[src/rtl/rv_fetch_pkg.sv]
// Shared types and constants for the RV32I instruction-fetch front end.
// The count-width helper sizes the credit counters from module parameters.
package rv_fetch_pkg;

    localparam int PC_STEP = 4;
    localparam logic [31:0] RV_NOP = 32'h0000_0013;

    typedef struct packed {
        logic [31:0] pc;
        logic [31:0] inst;
    } fetch_entry_t;

    function automatic int cnt_width(input int max_val);
        return (max_val < 1) ? 1 : $clog2(max_val + 1);
    endfunction

endpackage

[src/rtl/rv_fetch_fifo.sv]
// Synchronous prefetch FIFO with clear; head is read combinationally so a
// pushed entry is visible the cycle after the push and push+pop may coincide.
module fetch_fifo #(
    parameter int WIDTH = 64,
    parameter int DEPTH = 4
) (
    input  logic                     clk,
    input  logic                     srst_i,
    input  logic                     clr_i,
    input  logic                     push_i,
    input  logic [WIDTH-1:0]         wdata_i,
    input  logic                     pop_i,
    output logic [WIDTH-1:0]         rdata_o,
    output logic                     full_o,
    output logic                     empty_o,
    output logic [$clog2(DEPTH):0]   count_o
);
    localparam int AW = $clog2(DEPTH);

    logic [WIDTH-1:0] mem_q [DEPTH];
    logic [AW-1:0]    wr_ptr_q;
    logic [AW-1:0]    rd_ptr_q;
    logic [AW:0]      count_q;
    logic             do_push;
    logic             do_pop;

    assign empty_o = (count_q == '0);
    assign full_o  = (count_q == (AW+1)'(DEPTH));
    assign count_o = count_q;
    assign rdata_o = mem_q[rd_ptr_q];

    // A full FIFO still accepts a push when the head leaves in the same cycle.
    assign do_pop  = pop_i && !empty_o;
    assign do_push = push_i && (!full_o || do_pop);

    always_ff @(posedge clk) begin
        if (do_push && !srst_i && !clr_i) begin
            mem_q[wr_ptr_q] <= wdata_i;
        end
    end

    always_ff @(posedge clk) begin
        if (srst_i || clr_i) begin
            wr_ptr_q <= '0;
            rd_ptr_q <= '0;
            count_q  <= '0;
        end else begin
            if (do_push) wr_ptr_q <= wr_ptr_q + 1'b1;
            if (do_pop)  rd_ptr_q <= rd_ptr_q + 1'b1;
            count_q <= count_q + (AW+1)'(do_push) - (AW+1)'(do_pop);
        end
    end

endmodule

[src/rtl/rv_fetch_unit.sv]
// Instruction-fetch front end: credit-limited valid/ready imem requests,
// in-order responses into a prefetch FIFO, and redirect flush with discard.
module rv_fetch_unit
    import rv_fetch_pkg::*;
#(
    parameter int                   ADDR_WIDTH      = 32,
    parameter int                   INST_WIDTH      = 32,
    parameter int                   FIFO_DEPTH      = 4,
    parameter int                   MAX_OUTSTANDING = 2,
    parameter logic [ADDR_WIDTH-1:0] RESET_PC       = '0
) (
    input  logic                  clk,
    input  logic                  rst,
    output logic                  imem_req_valid,
    input  logic                  imem_req_ready,
    output logic [ADDR_WIDTH-1:0] imem_req_addr,
    input  logic                  imem_rsp_valid,
    input  logic [INST_WIDTH-1:0] imem_rsp_data,
    input  logic                  redirect_valid,
    input  logic [ADDR_WIDTH-1:0] redirect_pc,
    output logic                  inst_valid,
    input  logic                  inst_ready,
    output logic [INST_WIDTH-1:0] inst_data,
    output logic [ADDR_WIDTH-1:0] inst_pc,
    output logic [ADDR_WIDTH-1:0] inst_next_pc
);
    localparam int OCW = cnt_width(MAX_OUTSTANDING);
    localparam int FCW = $clog2(FIFO_DEPTH) + 1;
    localparam int SW  = ((OCW > FCW) ? OCW : FCW) + 1;
    localparam int EW  = ADDR_WIDTH + INST_WIDTH;

    logic [ADDR_WIDTH-1:0] fetch_pc_q, fetch_pc_d;
    logic [ADDR_WIDTH-1:0] rsp_pc_q, rsp_pc_d;
    logic [ADDR_WIDTH-1:0] redirect_base;
    logic [OCW-1:0]        outst_q, outst_d;
    logic [OCW-1:0]        discard_q, discard_d;
    logic [FCW-1:0]        fifo_count;
    logic [SW-1:0]         credit_used;
    logic                  fifo_empty, fifo_full;
    logic                  req_fire, rsp_accept, push, pop;
    logic [EW-1:0]         head;

    assign redirect_base = redirect_pc & ~ADDR_WIDTH'(3);

    // Slots already promised: buffered entries plus responses that will be kept.
    assign credit_used = SW'(fifo_count) + SW'(outst_q) - SW'(discard_q);

    assign imem_req_valid = !rst && !redirect_valid
                         && (outst_q < OCW'(MAX_OUTSTANDING))
                         && (credit_used < SW'(FIFO_DEPTH));
    assign imem_req_addr  = fetch_pc_q;
    assign req_fire       = imem_req_valid && imem_req_ready;

    assign rsp_accept = imem_rsp_valid && (outst_q != '0);
    assign push       = rsp_accept && (discard_q == '0) && !redirect_valid;

    assign inst_valid   = !fifo_empty && !redirect_valid && !rst;
    assign pop          = inst_valid && inst_ready;
    assign inst_pc      = head[EW-1:INST_WIDTH];
    assign inst_data    = inst_valid ? head[INST_WIDTH-1:0] : INST_WIDTH'(RV_NOP);
    assign inst_next_pc = inst_pc + ADDR_WIDTH'(PC_STEP);

    always_comb begin
        fetch_pc_d = fetch_pc_q;
        rsp_pc_d   = rsp_pc_q;
        outst_d    = outst_q + OCW'(req_fire) - OCW'(rsp_accept);
        discard_d  = discard_q - OCW'(rsp_accept && (discard_q != '0));
        if (redirect_valid) begin
            // Everything still in flight after this cycle belongs to the old path.
            fetch_pc_d = redirect_base;
            rsp_pc_d   = redirect_base;
            discard_d  = outst_q - OCW'(rsp_accept);
        end else begin
            if (req_fire) fetch_pc_d = fetch_pc_q + ADDR_WIDTH'(PC_STEP);
            if (push)     rsp_pc_d   = rsp_pc_q + ADDR_WIDTH'(PC_STEP);
        end
    end

    always_ff @(posedge clk) begin
        if (rst) begin
            fetch_pc_q <= RESET_PC;
            rsp_pc_q   <= RESET_PC;
            outst_q    <= '0;
            discard_q  <= '0;
        end else begin
            fetch_pc_q <= fetch_pc_d;
            rsp_pc_q   <= rsp_pc_d;
            outst_q    <= outst_d;
            discard_q  <= discard_d;
        end
    end

    fetch_fifo #(
        .WIDTH (EW),
        .DEPTH (FIFO_DEPTH)
    ) u_fifo (
        .clk     (clk),
        .srst_i  (rst),
        .clr_i   (redirect_valid),
        .push_i  (push),
        .wdata_i ({rsp_pc_q, imem_rsp_data}),
        .pop_i   (pop),
        .rdata_o (head),
        .full_o  (fifo_full),
        .empty_o (fifo_empty),
        .count_o (fifo_count)
    );

    a_no_orphan_rsp: assert property (@(posedge clk) disable iff (rst)
        !(imem_rsp_valid && (outst_q == '0)));
    a_no_overflow: assert property (@(posedge clk) disable iff (rst)
        !(push && fifo_full && !pop));

endmodule

[config.mk]
export PLATFORM = sky130hd
export DESIGN_NAME = rv_fetch_unit
export DESIGN_NICKNAME = d
export VERILOG_FILES = /design/src/rtl/rv_fetch_pkg.sv /design/src/rtl/rv_fetch_fifo.sv /design/src/rtl/rv_fetch_unit.sv
export SDC_FILE = /design/constraint.sdc
export NUM_CORES = 1
export LEC_CHECK = 0
export CAP_MARGIN = 10
export CORE_MARGIN = 10
export CORE_UTILIZATION = 40
export CTS_BUF_LIST = sky130_fd_sc_hd__clkbuf_4 sky130_fd_sc_hd__clkbuf_8
export DETAILED_ROUTE_END_ITERATION = 6
export PLACE_DENSITY = 0.61
export SYNTH_ARGS = -nofsm -noshare
export SYNTH_HDL_FRONTEND = slang
export SYNTH_SLANG_ARGS = --single-unit
[constraint.sdc]
create_clock -name clk -period 8.98 [get_ports clk]
set_clock_uncertainty 0.05 [all_clocks]
set_input_delay 0.898 -clock clk [delete_from_list [all_inputs] [get_ports clk]]
set_output_delay 0.898 -clock clk [all_outputs]
set_load 0.02 [all_outputs]
==> impl_metrics.py <==
metrics = {
    "synthesis": {
        "synth-edff-count": 248,
        "yosysMostFrequentCell": "edfxtp_1",
        "synth_cells": 959,
        "ys_warn_count": 0,
        "synth_commonest_cells": "edfxtp_1, dfxtp_1, inv_1",
        "yosysSeqAreaShare": 0.631,
        "yosys_most_used_dff": "edfxtp_1",
        "syn_area_um2": 14100,
        "async_flop_share": 0,
        "ys_ff_latch": 321,
        "netlist.area_leader.share": 0.528,
        "synth_area_leaders": "edfxtp_1, dfxtp_1, mux4_2",
        "ys_types": 67,
        "synth.largest_area_cell": "edfxtp_1",
        "syn_area_per_cell_um2": 14.7,
    },
    "critical_path": {
        "max_stage_delay_ns": 0.82,
        "arrival_ns": 4.50,
        "crit_chain": "buf_4 > mux4_1 > nand4_4 > nor4_4 > nand4_1 > xnor2_1 > clkdlybuf4s50_1",
        "path_buf_inv": 2,
        "cp_slowest_cell": "dfxtp_4",
        "startpoint_type": "flop",
        "worst_ep_required_time_ns": 8.03,
        "worstSetupPathType": "reg -> out",
        "cp-end-kind": "primary output",
        "crit_fanout": 35,
        "cpLargestDelayFamily": "buffers and inverters",
    },
    "route": {
        "firstDrtPassIters": 4,
        "wl_per_cell_um": 19.9,
        "vias": 8741,
        "dr.first_iter.drc_count": 429,
        "routed_wl_um": 33200,
        "drc": 0,
        "vias_per_cell": 5.25,
        "postRouteAntennaNets": 0,
    },
    "clocking": {
        "cts-resized-gates": 0,
        "cts_setup_buffers": 0,
        "clock_path_buffers": 3,
        "cts.sinks": 321,
        "cts.clk_slew.worst_paths_ns": 0.06,
        "clockRootBuffer": "clkbuf_8",
        "cts_htree_levels": 2,
        "clk_latency_ns": 0.57,
        "numCtsBuffers": 53,
        "cts_hold_buf": 0,
        "cts_tree": "yes",
    },
    "sta": {
        "slew_headroom": 0.269,
        "hold_viol": 0,
        "setup_viol": 0,
        "clock.fmax_mhz": 183,
        "final.setup.tns_ns": 0,
        "drv_slew": 0,
        "fin_crit_ns": 5.45,
        "finalCritPeriodShare": 0.607,
        "rsz0062_at_grt": "false",
        "worst_pin_slew_ns": 1.10,
    },
    "job": {
        "cap_violations": 0,
    },
    "floorplan": {
        "rows": 68,
        "dieHeight_um": 208,
        "initial_core_util": 0.407,
        "die_x_um": 208,
        "ios": 200,
        "die_area_um2": 43200,
        "core_um2": 34700,
    },
    "cells_and_area": {
        "drive_gt1_frac": 0.153,
        "fin_util": 0.504,
        "areaGrowthSynthToFinish_pct": 24.0,
        "num_antenna_cells": 0,
        "fin_nets": 1254,
    },
    "power": {
        "vdd_ir_drop_max_mv": 0.106,
        "p_leak_nw": 5.76,
        "power.total_w": 0.00322,
        "power_density_nw_per_um2": 184,
    },
    "placed_design": {
        "numPortBuffers": 191,
        "hpwl_um": 21500,
        "gp_congestion": 0.781,
    },
    "grt": {
        "antenna_found_initial": 0,
        "grt_pass1_wl_um": 52200,
        "grt.total_usage": 0.150,
        "gr-total-overflow": 0,
        "grt_pass1_vias": 8908,
        "grt_max_degree": 74,
    },
    "run_status": {
        "status": "completed",
    },
    "hold_path": {
        "holdCritPathClass": "reg -> reg",
    },
}
==> cells by family (layout without fill, tap and decap cells) <==
| logic type | count (synthesis) | after routing | share of synthesized area |
|---|---|---|---|
| compound gates | 134 | 134 | 0.0713 |
| xor+xnor | 56 | 56 | 0.0347 |
| fa+ha+maj | 18 | 18 | 0.0170 |
| buf+inv | 111 | 356 | 0.0353 |
| flops | 321 | 321 | 0.631 |
| mux | 63 | 63 | 0.101 |
| other cells | 1 | 6 | 0.000266 |
| simple gates | 255 | 255 | 0.109 |
==> report_power, final <==
group	leakage, nW	internal [W]	switching [W]
Clock	0.578	0.000735	0.000557
Combinational	2.33	0.000117	0.000130
Sequential	2.85	0.00163	0.0000430
Total	5.76	0.00249	0.000729
==> final cells by class <==
type	instances	area [um2]
clock buffers	82	960
clock inverters	16	121
fillers	3036	17200
inverters	58	218
multi-input cells	532	4750
flip-flops and latches	321	8910
well taps	455	569
repair buffers	200	1970
==> worst paths after layout <==
path | endpoint | slack (ns) | cells past startpoint | start
max | inst_next_pc[31] | 3.53 | 7 | flop
min | flop | 0.48 | 2 | u_fifo.rd_ptr_q[1]
max reg2reg | imem_req_addr[26] | 5.58 | 9 | outst_q[1]
min reg2reg | flop | 0.48 | 2 | u_fifo.rd_ptr_q[1]
==> per-layer routing <==
| layer | vias up | routed length [um] | track usage |
|---|---|---|---|
| met5 | - | 0 | 0 |
| met4 | 0 | 514 | 0.0366 |
| met3 | 49 | 2180 | 0.0356 |
| met2 | 265 | 15100 | 0.235 |
| met1 | 4303 | 15400 | 0.204 |
| li1 | 4124 | - | - |
==> cells in the final DEF (no fill, tap or decap), drive strengths merged, types with 39 or more instances in the layout <==
cell	instances
and2	39
clkbuf	82
clkdlybuf4s50	190
dfxtp	73
edfxtp	248
inv	58
mux4	62
nand2	40
o31a	39
xnor2	41
==> per-stage QoR <==
step	std cells	instance area [um2]	setup slack, ns	hold WS, ns
final	1664	17500	3.53	0.476
after global routing	1664	17500	3.07	0.508
after CTS	1664	17500	3.27	0.483
after detailed placement	1566	16400	3.90	0.467
after global placement	1566	16400	3.97	0.448
after floorplan	964	14100	5.15	0.426
==> sequential cells by signal, indices dropped and copies added, names as in the netlist, named ones only <==
register	cells
discard_q	2
imem_req_addr	30
outst_q	2
rsp_pc_q	30
u_fifo.count_o	3
u_fifo.mem_q	248
u_fifo.rd_ptr_q	2
u_fifo.wr_ptr_q	2
==> tightest hold or removal path: cells and delay by family (launching register included) <==
kind          cells  cell delay [ns]
simple gates      1             0.10
flops             1             0.33
xor+xnor          1             0.06
(Power assumes the default switching activity.)
